--- config.mk ---
export PLATFORM = sky130hd
export DESIGN_NAME = mc_payoff_acc
export DESIGN_NICKNAME = d
export VERILOG_FILES = /design/src/rtl/mc_payoff_acc.sv
export SDC_FILE = /design/constraint.sdc
export NUM_CORES = 1
export LEC_CHECK = 0
export ABC_CLOCK_PERIOD_IN_PS = 5300
export BUFFER_PORTS_ARGS = -buffer_cell sky130_fd_sc_hd__buf_2
export CAP_MARGIN = 10
export CORE_AREA = 2 2 110 139
export DETAILED_ROUTE_END_ITERATION = 16
export DIE_AREA = 0 0 112 141
export GPL_TIMING_DRIVEN = 0
export PLACE_DENSITY_LB_ADDON = 0.15
export RECOVER_POWER = 50
export SLEW_MARGIN = 15
export SYNTH_ARGS = -nofsm -noshare
export SYNTH_HDL_FRONTEND = slang
export SYNTH_SLANG_ARGS = --single-unit
--- constraint.sdc ---
create_clock -name clk -period 5.3 [get_ports clk]
set_input_delay 0.795 -clock clk [delete_from_list [all_inputs] [get_ports clk]]
set_output_delay 0.795 -clock clk [all_outputs]
set_load 0.1 [all_outputs]
--- src/rtl/mc_payoff_acc.sv ---
// Monte-Carlo payoff accumulator: averages call/put payoffs over 2^NPATH_LOG paths per day, NDAY days per run.
// Optional running-max output enabled by defining MC_MAXPAY_EN.
module mc_payoff_acc #(
  parameter int DW        = 12,
  parameter int NPATH_LOG = 8,
  parameter int NDAY      = 8,
  localparam int DAYW     = (NDAY > 1) ? $clog2(NDAY) : 1
) (
  input  logic            clk,
  input  logic            reset,
  input  logic            start,
  input  logic            is_put,
  input  logic [DW-1:0]   K,
  input  logic            path_valid,
  input  logic [DW-1:0]   path,
  output logic            path_ready,
  output logic            price_valid,
  output logic [DW-1:0]   price,
  output logic [DAYW-1:0] day,
  output logic            done
`ifdef MC_MAXPAY_EN
  ,
  output logic [DW-1:0]   max_pay
`endif
);

  // state | meaning
  // IDLE  | waiting for start
  // RUN   | accepting path samples for the current day
  // OUT   | day result presented (price_valid high)
  // DONE  | done strobe after the last day
  typedef enum logic [1:0] {IDLE, RUN, OUT, DONE} state_t;

  localparam int AW = DW + NPATH_LOG;
  localparam int CW = (NPATH_LOG > 0) ? NPATH_LOG : 1;
  localparam logic [CW-1:0]   CNT_LAST = (NPATH_LOG > 0) ? {CW{1'b1}} : '0;
  localparam logic [DAYW-1:0] DAY_LAST = DAYW'(NDAY - 1);

  state_t          state;
  logic [DW-1:0]   k_q;
  logic            put_q;
  logic [AW-1:0]   acc;
  logic [CW-1:0]   cnt;
  logic [DAYW-1:0] day_cnt;
  logic [DW-1:0]   payoff;
  logic [AW-1:0]   acc_sum;

  always_comb begin
    payoff = '0;
    if (put_q) begin
      if (k_q > path) payoff = k_q - path;
    end else begin
      if (path > k_q) payoff = path - k_q;
    end
    acc_sum = acc + AW'(payoff);
  end

`ifdef MC_MAXPAY_EN
  logic [DW-1:0] max_run;
  logic [DW-1:0] max_next;
  always_comb begin
    max_next = (payoff > max_run) ? payoff : max_run;
  end
`endif

  always_ff @(posedge clk) begin
    if (reset) begin
      state       <= IDLE;
      k_q         <= '0;
      put_q       <= 1'b0;
      acc         <= '0;
      cnt         <= '0;
      day_cnt     <= '0;
      path_ready  <= 1'b0;
      price_valid <= 1'b0;
      price       <= '0;
      day         <= '0;
      done        <= 1'b0;
`ifdef MC_MAXPAY_EN
      max_run     <= '0;
      max_pay     <= '0;
`endif
    end else begin
      price_valid <= 1'b0;
      done        <= 1'b0;
      case (state)
        IDLE: begin
          if (start) begin
            k_q        <= K;
            put_q      <= is_put;
            acc        <= '0;
            cnt        <= '0;
            day_cnt    <= '0;
`ifdef MC_MAXPAY_EN
            max_run    <= '0;
`endif
            path_ready <= 1'b1;
            state      <= RUN;
          end
        end
        RUN: begin
          if (path_valid && path_ready) begin
            acc <= acc_sum;
            cnt <= cnt + 1'b1;
`ifdef MC_MAXPAY_EN
            max_run <= max_next;
`endif
            // Last sample of the day: result is published on this same edge.
            if (cnt == CNT_LAST) begin
              price       <= acc_sum[AW-1:NPATH_LOG];
              day         <= day_cnt;
              price_valid <= 1'b1;
              path_ready  <= 1'b0;
`ifdef MC_MAXPAY_EN
              max_pay     <= max_next;
`endif
              state       <= OUT;
            end
          end
        end
        OUT: begin
          acc <= '0;
          cnt <= '0;
`ifdef MC_MAXPAY_EN
          max_run <= '0;
`endif
          if (day_cnt == DAY_LAST) begin
            done  <= 1'b1;
            state <= DONE;
          end else begin
            day_cnt    <= day_cnt + 1'b1;
            path_ready <= 1'b1;
            state      <= RUN;
          end
        end
        DONE: begin
          state <= IDLE;
        end
        default: begin
          state      <= IDLE;
          path_ready <= 1'b0;
        end
      endcase
    end
  end

endmodule

# Word level (Yosys, flattened, before mapping)
# Index checks and enable logic that the tools add are counted.
# Widths: inputs -> output; s select.
# op_classes
order_cmp,2
n_eq_ne,9
div_mod_pow,0
shifts,0
n_mux,24
n_reduce_logical,12
bitwise_logic,3
add_sub_neg,5
multipliers,0
# ops
operator,n
$pmux 20 s3,1
$mux 20,2
$mux 12,3
$gt 12x12->1,2
$pmux 8 s3,1
$sub 12x12->12,2
$add 20x12->20,1
$mux 8,2
$reduce_and 3->1,4
$add 8x1->8 const B,1
$eq 8x8->1 const B,1
$mux 2,4
$ne 2x2->1 const B,4
$pmux 2 s4,1
$mux 1,6
$mux 3,2
$pmux 3 s2,1
$reduce_and 5->1,1
$eq 2x2->1 const B,2
$add 3x1->3 const B,1
$eq 3x3->1 const B,1
$not 1->1,3
$pmux 1 s3,1
$reduce_bool 3->1,1
7 further kinds,7
# totals
mem_bits_rw,0
mem_bits_ro,0
mem_count,0
latchBits,0
ff_bits,64

# Longest topological paths before layout
# Gate-level depths: netlist of run 1.
# logic_depth
depth_word,6
depth_mapped,18

# Least setup slack after synthesis of run 1
# No wires, ideal clock.
# synth_timing
path_kind,input -> register
start,input path[0]
end,register price[9]
setup_ns,0.086
cell_stages,18
required_time_ns,5.214
path_slack_ns,1.287
arrival_ns,3.928
cell_sequence,inv_1 -> ha_1 -> inv_1 -> fa_1 -> nand3_1 -> a21oi_1 -> nor3_4 -> o32ai_1 -> buf_6 -> a221oi_1 -> a21oi_1 -> ha_1 -> a21o_1 -> a31o_2 -> a21oi_1 -> a21oi_1 -> xnor2_1 -> a211oi_1
# synth_between
elab_chain_cells,4
# synth_lines
element,line_no,source
from (decl),15,"input logic [DW-1:0] path,"
$sub 12x12->12 (tied with other cells),53,if (path > k_q) payoff = path - k_q;
$mux 12 (on tied branches),"53, 51",
$mux 12 (*),50,if (put_q) begin
$add 20x12->20 (*),55,acc_sum = acc + AW'(payoff);
to (signal assigned),110,price <= acc_sum[AW-1:NPATH_LOG];
to (decl),18,"output logic [DW-1:0] price,"
# Mark *: on every way between the ends. The rest lies on a longest branch, timed or not.
# A chain may end at the register's enable or synchronous reset.

# Worst setup path after layout of run 1
# layout_timing
start,input path[5]
end,register price[5]
# Same word-level chain as after synthesis.

==> impl_metrics.xml, run 1 <==
<?xml version="1.0" encoding="UTF-8"?>
<metrics>
  <group name="drt">
    <metric name="route.antenna.remaining_nets" unit="">0</metric>
    <metric name="route.detailed.drc" unit="">0</metric>
    <metric name="drtPass1Iterations" unit="">4</metric>
    <metric name="route.vias.total" unit="">3975</metric>
    <metric name="viasPerCell" unit="">5.15</metric>
    <metric name="wire_per_inst" unit="um">15.1</metric>
    <metric name="totalWireLength" unit="mm">11.7</metric>
    <metric name="drt-initial-drc-count" unit="">151</metric>
  </group>
  <group name="global_routing">
    <metric name="grt_use_total" unit="%">15.5</metric>
    <metric name="grt_first_pass_wirelength" unit="mm">19.5</metric>
    <metric name="overflow" unit="">0</metric>
    <metric name="pin_count_of_the_biggest_net_entering_global_routing" unit="">12</metric>
    <metric name="first_global_vias" unit="">3953</metric>
    <metric name="number_of_antenna_violations_at_the_first_check_in_global_routing" unit="">0</metric>
  </group>
  <group name="worst_setup_path">
    <metric name="biggest_fanout_along_the_worst_timing_path" unit="">10</metric>
    <metric name="internal_reg_to_reg_setup_slack" unit="ns">1.13</metric>
    <metric name="type_of_the_worst_setup_path" unit="">input port to flip-flop</metric>
    <metric name="critPathMaxStageDelay" unit="ns">0.38</metric>
    <metric name="critical_path_cell_by_cell" unit="">buf_2, inv_1, ha_1, buf_2, nand4_2, a21oi_1, nor3_2, o31ai_1, buf_2, a221oi_1, a21oi_1, ha_1, a21o_1, a31o_2, a21oi_1, a21boi_1, xnor2_1, a211oi_1</metric>
    <metric name="setup.worst_path.end_class" unit="">flip-flop</metric>
    <metric name="timing.critical_path.arrival" unit="ns">4.63</metric>
    <metric name="cpMaxStageDelayCell" unit="">sky130_fd_sc_hd__a21oi_1</metric>
    <metric name="setup.worst_path.start_class" unit="">input port</metric>
    <metric name="timing.critical_path.required" unit="ns">5.55</metric>
  </group>
  <group name="power">
    <metric name="powerDensity" unit="nW/um^2">297</metric>
    <metric name="internal_power" unit="mW">1.10</metric>
    <metric name="p_leak" unit="nW">2.07</metric>
    <metric name="power.share.switching" unit="%">27.1</metric>
    <metric name="p_comb_share" unit="%">18.6</metric>
    <metric name="share_seq_of_total_power" unit="%">33.0</metric>
    <metric name="share_clk_of_total_power" unit="%">48.3</metric>
    <metric name="irDropWorstVdd" unit="V">0.000156</metric>
    <metric name="net-switching-power" unit="mW">0.409</metric>
  </group>
  <group name="floorplanning">
    <metric name="dieWidth" unit="um">112</metric>
    <metric name="placement_rows" unit="">50</metric>
    <metric name="floorplan.die_area" unit="um^2">15800</metric>
    <metric name="core-area" unit="um^2">14600</metric>
    <metric name="ioPinCount" unit="">47</metric>
    <metric name="initial_utilization" unit="%">29.2</metric>
    <metric name="floorplan.die.height" unit="um">141</metric>
  </group>
  <group name="clocking">
    <metric name="clkLatencyLatePin" unit="ns">0.34</metric>
    <metric name="cts_buf_count" unit="">9</metric>
    <metric name="htree_num_levels" unit="">3</metric>
    <metric name="post-cts-setup-buffers" unit="">0</metric>
    <metric name="max-clock-path-buffers" unit="">2</metric>
    <metric name="clk_transition_reported_paths" unit="ns">0.05</metric>
    <metric name="cts_tree" unit="">done</metric>
    <metric name="root_buffer" unit="">sky130_fd_sc_hd__clkbuf_16</metric>
    <metric name="cts_sinks" unit="">64</metric>
    <metric name="cts.hold.buffers_added" unit="">0</metric>
    <metric name="post_cts_sizing" unit="">0</metric>
  </group>
  <group name="synth">
    <metric name="yosys_warnings" unit="">0</metric>
    <metric name="postSynthRegisterBits" unit="">64</metric>
    <metric name="synthesis.nets" unit="">601</metric>
    <metric name="ys.flop_type" unit="">sky130_fd_sc_hd__dfxtp_1</metric>
    <metric name="number_of_enable_type_register_cells_in_the_synthesized_netlist" unit="">0</metric>
    <metric name="postSynthAreaPerCell" unit="um^2">8.09</metric>
    <metric name="asyncSetResetFlopFracSynth" unit="%">0</metric>
    <metric name="synth_sequential_area_ratio" unit="%">29.9</metric>
    <metric name="netlist_instances" unit="">529</metric>
    <metric name="netlist_area" unit="um^2">4280</metric>
    <metric name="synth.distinct_cells" unit="">56</metric>
  </group>
  <group name="sta">
    <metric name="timing.final.crit_share" unit="%">82.7</metric>
    <metric name="final.setup.tns" unit="ns">0</metric>
    <metric name="maxSlewViolCount" unit="">0</metric>
    <metric name="timing.max_slew.rel_slack" unit="%">21.5</metric>
    <metric name="rsz0062_at_grt" unit="">false</metric>
    <metric name="hold_viol_final" unit="">0</metric>
    <metric name="finalSetupViolations" unit="">0</metric>
    <metric name="finClkSkew" unit="ns">0.00726</metric>
    <metric name="max_freq" unit="MHz">228</metric>
    <metric name="worst-slew-pin-transition" unit="ns">1.18</metric>
    <metric name="finalWorstPathRequiredPeriod" unit="ns">4.38</metric>
  </group>
  <group name="place">
    <metric name="place_hpwl" unit="mm">9.03</metric>
    <metric name="placedCellCount" unit="">756</metric>
    <metric name="io_buffers" unit="">45</metric>
    <metric name="place.gp.congestion" unit="">0.865</metric>
  </group>
  <group name="min_path">
    <metric name="min-delay-path-class" unit="">flip-flop to flip-flop</metric>
  </group>
  <group name="layout">
    <metric name="num-nets-final" unit="">657</metric>
    <metric name="num_antenna_cells" unit="">0</metric>
    <metric name="post_layout_nonfiller_instances" unit="">772</metric>
    <metric name="drive_gt1_share" unit="%">12.5</metric>
    <metric name="mostFrequentLayoutCell" unit="">sky130_fd_sc_hd__a21oi_1</metric>
    <metric name="area_delta_synth_final" unit="%">18.6</metric>
    <metric name="layout.cells.most_common_list" unit="">sky130_fd_sc_hd__a21oi_1, sky130_fd_sc_hd__dfxtp_1, sky130_fd_sc_hd__nand2_1</metric>
  </group>
  <group name="outcome">
    <metric name="run_status" unit="">completed</metric>
  </group>
  <group name="flow_run">
    <metric name="max_cap_violations" unit="">0</metric>
  </group>
</metrics>
path summary, 6_finish.rpt:
kind | depth (start not counted) | from | to
max | 18 | path[5] | price[5]
min | 2 | price[2] | price[2]
max reg2reg | 18 | k_q[0] | price[5]
min reg2reg | 2 | price[2] | price[2]
worst max-delay path, delay by kind of cell:
family	cells	cell delay (ns)
simple gates	2	0.28
xor+xnor	1	0.16
buf+inv	4	0.62
compound gates	9	2.18
fa+ha+maj	2	0.59
flip-flops by register name (all words and copies together) (netlist names), 2 cells and up:
register and count:
price 12, acc 20, state 2, k_q 12, day 3, day_cnt 3
cnt 8
kinds of logic after synthesis:
group                      Yosys count  synth area share, %
AOI/OAI and AO/OA                  181                 27.8
xor gates and xnor gates            22                 4.50
adders and majority gates           43                 13.1
buffers and inverters               58                 5.93
DFF                                 64                 29.9
and+or+nand+nor                    161                 18.8
power by group through the flow:
stage | Sequential, mW | Clock [mW] | Combinational, mW
after global routing | 0.499 | 0.768 | 0.316
after floorplan | 0.511 | 0 | 0.207
after global placement | 0.508 | 0 | 0.280
after CTS | 0.498 | 0.747 | 0.283
final | 0.498 | 0.729 | 0.281
after detailed placement | 0.509 | 0 | 0.282
cell usage after synthesis, types with 4 or more instances:
cell type | number | area (um^2)
sky130_fd_sc_hd__a21oi_1 | 68 | 340
sky130_fd_sc_hd__xor2_1 | 10 | 87.6
sky130_fd_sc_hd__and3_1 | 4 | 25.0
sky130_fd_sc_hd__nand2b_1 | 6 | 37.5
sky130_fd_sc_hd__or2_2 | 4 | 25.0
sky130_fd_sc_hd__o21ai_0 | 24 | 120
sky130_fd_sc_hd__nor3_1 | 4 | 20.0
sky130_fd_sc_hd__a221oi_1 | 10 | 87.6
sky130_fd_sc_hd__nand3b_1 | 4 | 30.0
sky130_fd_sc_hd__nand3_1 | 7 | 35.0
sky130_fd_sc_hd__nand2_1 | 58 | 218
sky130_fd_sc_hd__inv_1 | 34 | 128
sky130_fd_sc_hd__or3_1 | 5 | 31.3
sky130_fd_sc_hd__a22o_1 | 6 | 52.6
sky130_fd_sc_hd__a21o_1 | 12 | 90.1
sky130_fd_sc_hd__nor2_1 | 43 | 161
sky130_fd_sc_hd__o21bai_1 | 6 | 45.0
sky130_fd_sc_hd__dfxtp_1 | 64 | 1280
sky130_fd_sc_hd__ha_1 | 40 | 500
sky130_fd_sc_hd__a211oi_1 | 14 | 105
sky130_fd_sc_hd__buf_2 | 8 | 40.0
sky130_fd_sc_hd__nand4_1 | 8 | 50.1
sky130_fd_sc_hd__clkbuf_1 | 10 | 37.5
sky130_fd_sc_hd__o22a_1 | 6 | 52.6
sky130_fd_sc_hd__xnor2_1 | 12 | 105
sky130_fd_sc_hd__a22oi_1 | 8 | 60.1
sky130_fd_sc_hd__a31oi_1 | 5 | 31.3
through the flow:
step / instance area, um^2 / utilization, % / setup WS (ns) / hold WS [ns] / power, mW
2_1_floorplan: 4280 / - / 1.29 / 0.432 / 0.717
3_3_place_gp: 4730 / 32.3 / 0.621 / 0.446 / 0.788
3_5_place_dp: 4730 / 32.3 / 0.589 / 0.447 / 0.791
4_1_cts: 5100 / 34.8 / 0.923 / 0.457 / 1.53
5_1_grt: 5080 / 34.7 / 0.557 / 0.474 / 1.58
6_report: 5080 / 34.7 / 0.916 / 0.455 / 1.51
cell type report:
type	instances	area, um^2
Buffer	24	125
Clock buffer	12	267
Clock inverter	4	98.8
Fill cell	1592	9560
Inverter	34	128
Multi-Input combinational cell	407	2750
Sequential cell	64	1280
Tap cell	182	228
Timing Repair Buffer	45	203
layer usage:
metal	GRT usage [%]	share of wire [%]	vias up	wire length, um
li1	-	-	2018	-
met1	17.9	43	1859	5010
met2	27.5	51	73	5980
met3	3.31	3.4	25	396
met4	6.68	2.6	0	303
met5	0	0	-	0
Note: power is estimated with default switching activity, not from simulation.
==> run 2, diff against run 1 <==
- ABC_CLOCK_PERIOD_IN_PS: 5300 -> 3600
- clock period: 5.3 -> 3.6 ns (I/O delays scaled with it)
==> run 2 against run 1 <==
Net effect:
- the run now ends with setup timing left
- non-clock buffer count is 47 higher
- global-route usage is 0.70 points higher
- design area is 18% higher
- core utilization is 6.2 points higher
==> impl_metrics.xml, run 2 (synthesized netlist as in run 1, its figures left out) <==
<?xml version="1.0" encoding="UTF-8"?>
<metrics>
  <group name="outcome">
    <metric name="run_status" unit="">complete, but fails checks</metric>
    <metric name="failing_checks" unit="">setup timing</metric>
  </group>
  <group name="drt">
    <metric name="route.detailed.drc" unit="">0</metric>
    <metric name="drt-initial-drc-count" unit="">156</metric>
    <metric name="route.antenna.remaining_nets" unit="">0</metric>
    <metric name="totalWireLength" unit="mm">12.8</metric>
    <metric name="route.vias.total" unit="">4245</metric>
    <metric name="drtPass1Iterations" unit="">4</metric>
    <metric name="viasPerCell" unit="">5.18</metric>
    <metric name="wire_per_inst" unit="um">15.7</metric>
  </group>
  <group name="sta">
    <metric name="finalSetupViolations" unit="">16</metric>
    <metric name="fin_ws" unit="ns">-0.152</metric>
    <metric name="maxSlewViolCount" unit="">0</metric>
    <metric name="worst-slew-pin-transition" unit="ns">1.19</metric>
    <metric name="timing.final.crit_share" unit="%">104</metric>
    <metric name="whs" unit="ns">0.432</metric>
    <metric name="max_freq" unit="MHz">266</metric>
    <metric name="finalWorstPathRequiredPeriod" unit="ns">3.75</metric>
    <metric name="timing.max_slew.rel_slack" unit="%">21.0</metric>
    <metric name="hold_viol_final" unit="">0</metric>
    <metric name="rsz0062_at_grt" unit="">true</metric>
    <metric name="finClkSkew" unit="ns">0.0102</metric>
  </group>
  <group name="layout">
    <metric name="mostFrequentLayoutCell" unit="">sky130_fd_sc_hd__dfxtp_1</metric>
    <metric name="num_antenna_cells" unit="">0</metric>
    <metric name="num-nets-final" unit="">704</metric>
    <metric name="layout.cells.most_common_list" unit="">sky130_fd_sc_hd__dfxtp_1, sky130_fd_sc_hd__nand2_1, sky130_fd_sc_hd__a21oi_1</metric>
    <metric name="drive_gt1_share" unit="%">31.7</metric>
    <metric name="layout.core_utilization" unit="%">40.9</metric>
    <metric name="finalInstanceArea" unit="um^2">5990</metric>
    <metric name="biggestRegsByFlops" unit="">acc: 20 flops, k_q: 12 flops, price: 12 flops</metric>
    <metric name="area_delta_synth_final" unit="%">39.9</metric>
    <metric name="largest_register" unit="">acc</metric>
    <metric name="largest_register_ffs" unit="">20</metric>
    <metric name="num-fill-cells" unit="">1495</metric>
  </group>
  <group name="clocking">
    <metric name="max-clock-path-buffers" unit="">2</metric>
    <metric name="root_buffer" unit="">sky130_fd_sc_hd__clkbuf_16</metric>
    <metric name="cts_tree" unit="">done</metric>
    <metric name="cts_buf_count" unit="">9</metric>
    <metric name="htree_num_levels" unit="">3</metric>
    <metric name="clkLatencyLatePin" unit="ns">0.34</metric>
    <metric name="clk_transition_reported_paths" unit="ns">0.06</metric>
    <metric name="cts_sinks" unit="">64</metric>
  </group>
  <group name="global_routing">
    <metric name="overflow" unit="">0</metric>
    <metric name="grt_first_pass_wirelength" unit="mm">20.7</metric>
    <metric name="first_global_vias" unit="">4251</metric>
    <metric name="number_of_antenna_violations_at_the_first_check_in_global_routing" unit="">0</metric>
    <metric name="grt_use_total" unit="%">16.2</metric>
    <metric name="pin_count_of_the_biggest_net_entering_global_routing" unit="">13</metric>
  </group>
  <group name="worst_setup_path">
    <metric name="biggest_fanout_along_the_worst_timing_path" unit="">4</metric>
    <metric name="internal_reg_to_reg_setup_slack" unit="ns">-0.15</metric>
    <metric name="setup.worst_path.start_class" unit="">flip-flop</metric>
    <metric name="setup.worst_path.end_class" unit="">flip-flop</metric>
    <metric name="timing.critical_path.arrival" unit="ns">4.00</metric>
    <metric name="reg2reg_from" unit="">k_q[0]</metric>
    <metric name="ff2ff_path_depth" unit="">20</metric>
    <metric name="timing.critical_path.required" unit="ns">3.85</metric>
    <metric name="endpoint" unit="">price[6]</metric>
    <metric name="timing.rr.end" unit="">price[6]</metric>
    <metric name="setup.worst_path.start" unit="">k_q[0]</metric>
    <metric name="type_of_the_worst_setup_path" unit="">flip-flop to flip-flop</metric>
  </group>
  <group name="power">
    <metric name="power.total" unit="mW">2.26</metric>
    <metric name="powerDensity" unit="nW/um^2">376</metric>
    <metric name="irDropWorstVdd" unit="V">0.000223</metric>
    <metric name="p_leak" unit="nW">2.36</metric>
  </group>
  <group name="place">
    <metric name="place.gp.congestion" unit="">0.817</metric>
    <metric name="pre_cts_ws" unit="ns">-0.715</metric>
    <metric name="place_hpwl" unit="mm">9.13</metric>
    <metric name="io_buffers" unit="">45</metric>
    <metric name="dpl_cell_area" unit="um^2">4760</metric>
  </group>
  <group name="flow_run">
    <metric name="max_cap_violations" unit="">0</metric>
  </group>
  <group name="floorplanning">
    <metric name="floorplan.die_area" unit="um^2">15800</metric>
    <metric name="dieWidth" unit="um">112</metric>
    <metric name="initial_utilization" unit="%">29.2</metric>
    <metric name="core-area" unit="um^2">14600</metric>
    <metric name="floorplan.die.height" unit="um">141</metric>
    <metric name="ioPinCount" unit="">47</metric>
    <metric name="placement_rows" unit="">50</metric>
  </group>
  <group name="min_path">
    <metric name="min-delay-path-class" unit="">input port to flip-flop</metric>
  </group>
</metrics>
run 2: critical path, cell delays in order (launching register included):
cell and delay, ns:
sky130_fd_sc_hd__dfxtp_4 0.36, sky130_fd_sc_hd__inv_4 0.06, sky130_fd_sc_hd__ha_4 0.13, sky130_fd_sc_hd__inv_2 0.04, sky130_fd_sc_hd__fa_2 0.39, sky130_fd_sc_hd__nand3_4 0.11, sky130_fd_sc_hd__a21oi_4 0.07, sky130_fd_sc_hd__nor3_4 0.26
sky130_fd_sc_hd__o31a_1 0.25, sky130_fd_sc_hd__buf_6 0.16, sky130_fd_sc_hd__buf_6 0.10, sky130_fd_sc_hd__o22a_1 0.13, sky130_fd_sc_hd__a21oi_2 0.08, sky130_fd_sc_hd__ha_4 0.30, sky130_fd_sc_hd__o21ai_2 0.06, sky130_fd_sc_hd__o21a_2 0.25
sky130_fd_sc_hd__o211ai_2 0.20, sky130_fd_sc_hd__nand4_1 0.18, sky130_fd_sc_hd__buf_4 0.18, sky130_fd_sc_hd__xor2_2 0.14, sky130_fd_sc_hd__a211oi_2 0.21
run 2: metrics by stage:
step	TNS [ns]	cells
floorplan	0	529
global placement	-14.22	756
detailed placement	-15.08	756
CTS	-0.819	807
global route	-4.80	819
finish	-1.00	819
run 2: routing by layer:
metal	vias to the layer above	share of wire [%]	GRT usage, %
met5	-	0	0
met4	0	1.5	5.26
met3	15	2.7	2.49
met2	64	53	30.0
met1	2057	43	18.9
li1	2109	-	-
run 2: final cells by class:
| class | instances | area [um^2] | share of cell area, % |
|---|---|---|---|
| Clock buffer | 10 | 239 | 3.99 |
| Buffer | 24 | 153 | 2.55 |
| Multi-Input combinational cell | 407 | 3280 | 54.8 |
| Timing Repair Buffer | 92 | 599 | 10.0 |
| Clock inverter | 6 | 67.6 | 1.13 |
| Inverter | 34 | 130 | 2.17 |
| Tap cell | 182 | 228 | 3.80 |
| Sequential cell | 64 | 1290 | 21.6 |
run 2: timing repair:
action / in CTS / in global routing
gates resized for setup: 76 / 47
endpoints found under the setup margin: 25 / 26
setup buffers: 32 / 12
gates cloned: 3 / 0
pin swaps: 40 / 32
hold buffers: 0 / 0
run 2: how the worst min path moves through the flow:
stage            from  slack (ns)     end  cells past startpoint
6_report         K[8]        0.43  k_q[8]                      3
4_1_cts          K[8]        0.43  k_q[8]                      3
3_5_place_dp   day[2]        0.45  day[2]                      2
5_1_grt          K[8]        0.44  k_q[8]                      3
2_1_floorplan  acc[5]        0.43  acc[5]                      2
3_3_place_gp   day[2]        0.45  day[2]                      2
run 2: where the power goes:
part           internal [mW]  leakage (nW)  total, mW  switching (mW)
combinational          0.278          1.69      0.617           0.340
clock                  0.557         0.145      0.902           0.345
sequential             0.722         0.521      0.736          0.0134
total                   1.56          2.36       2.26           0.698
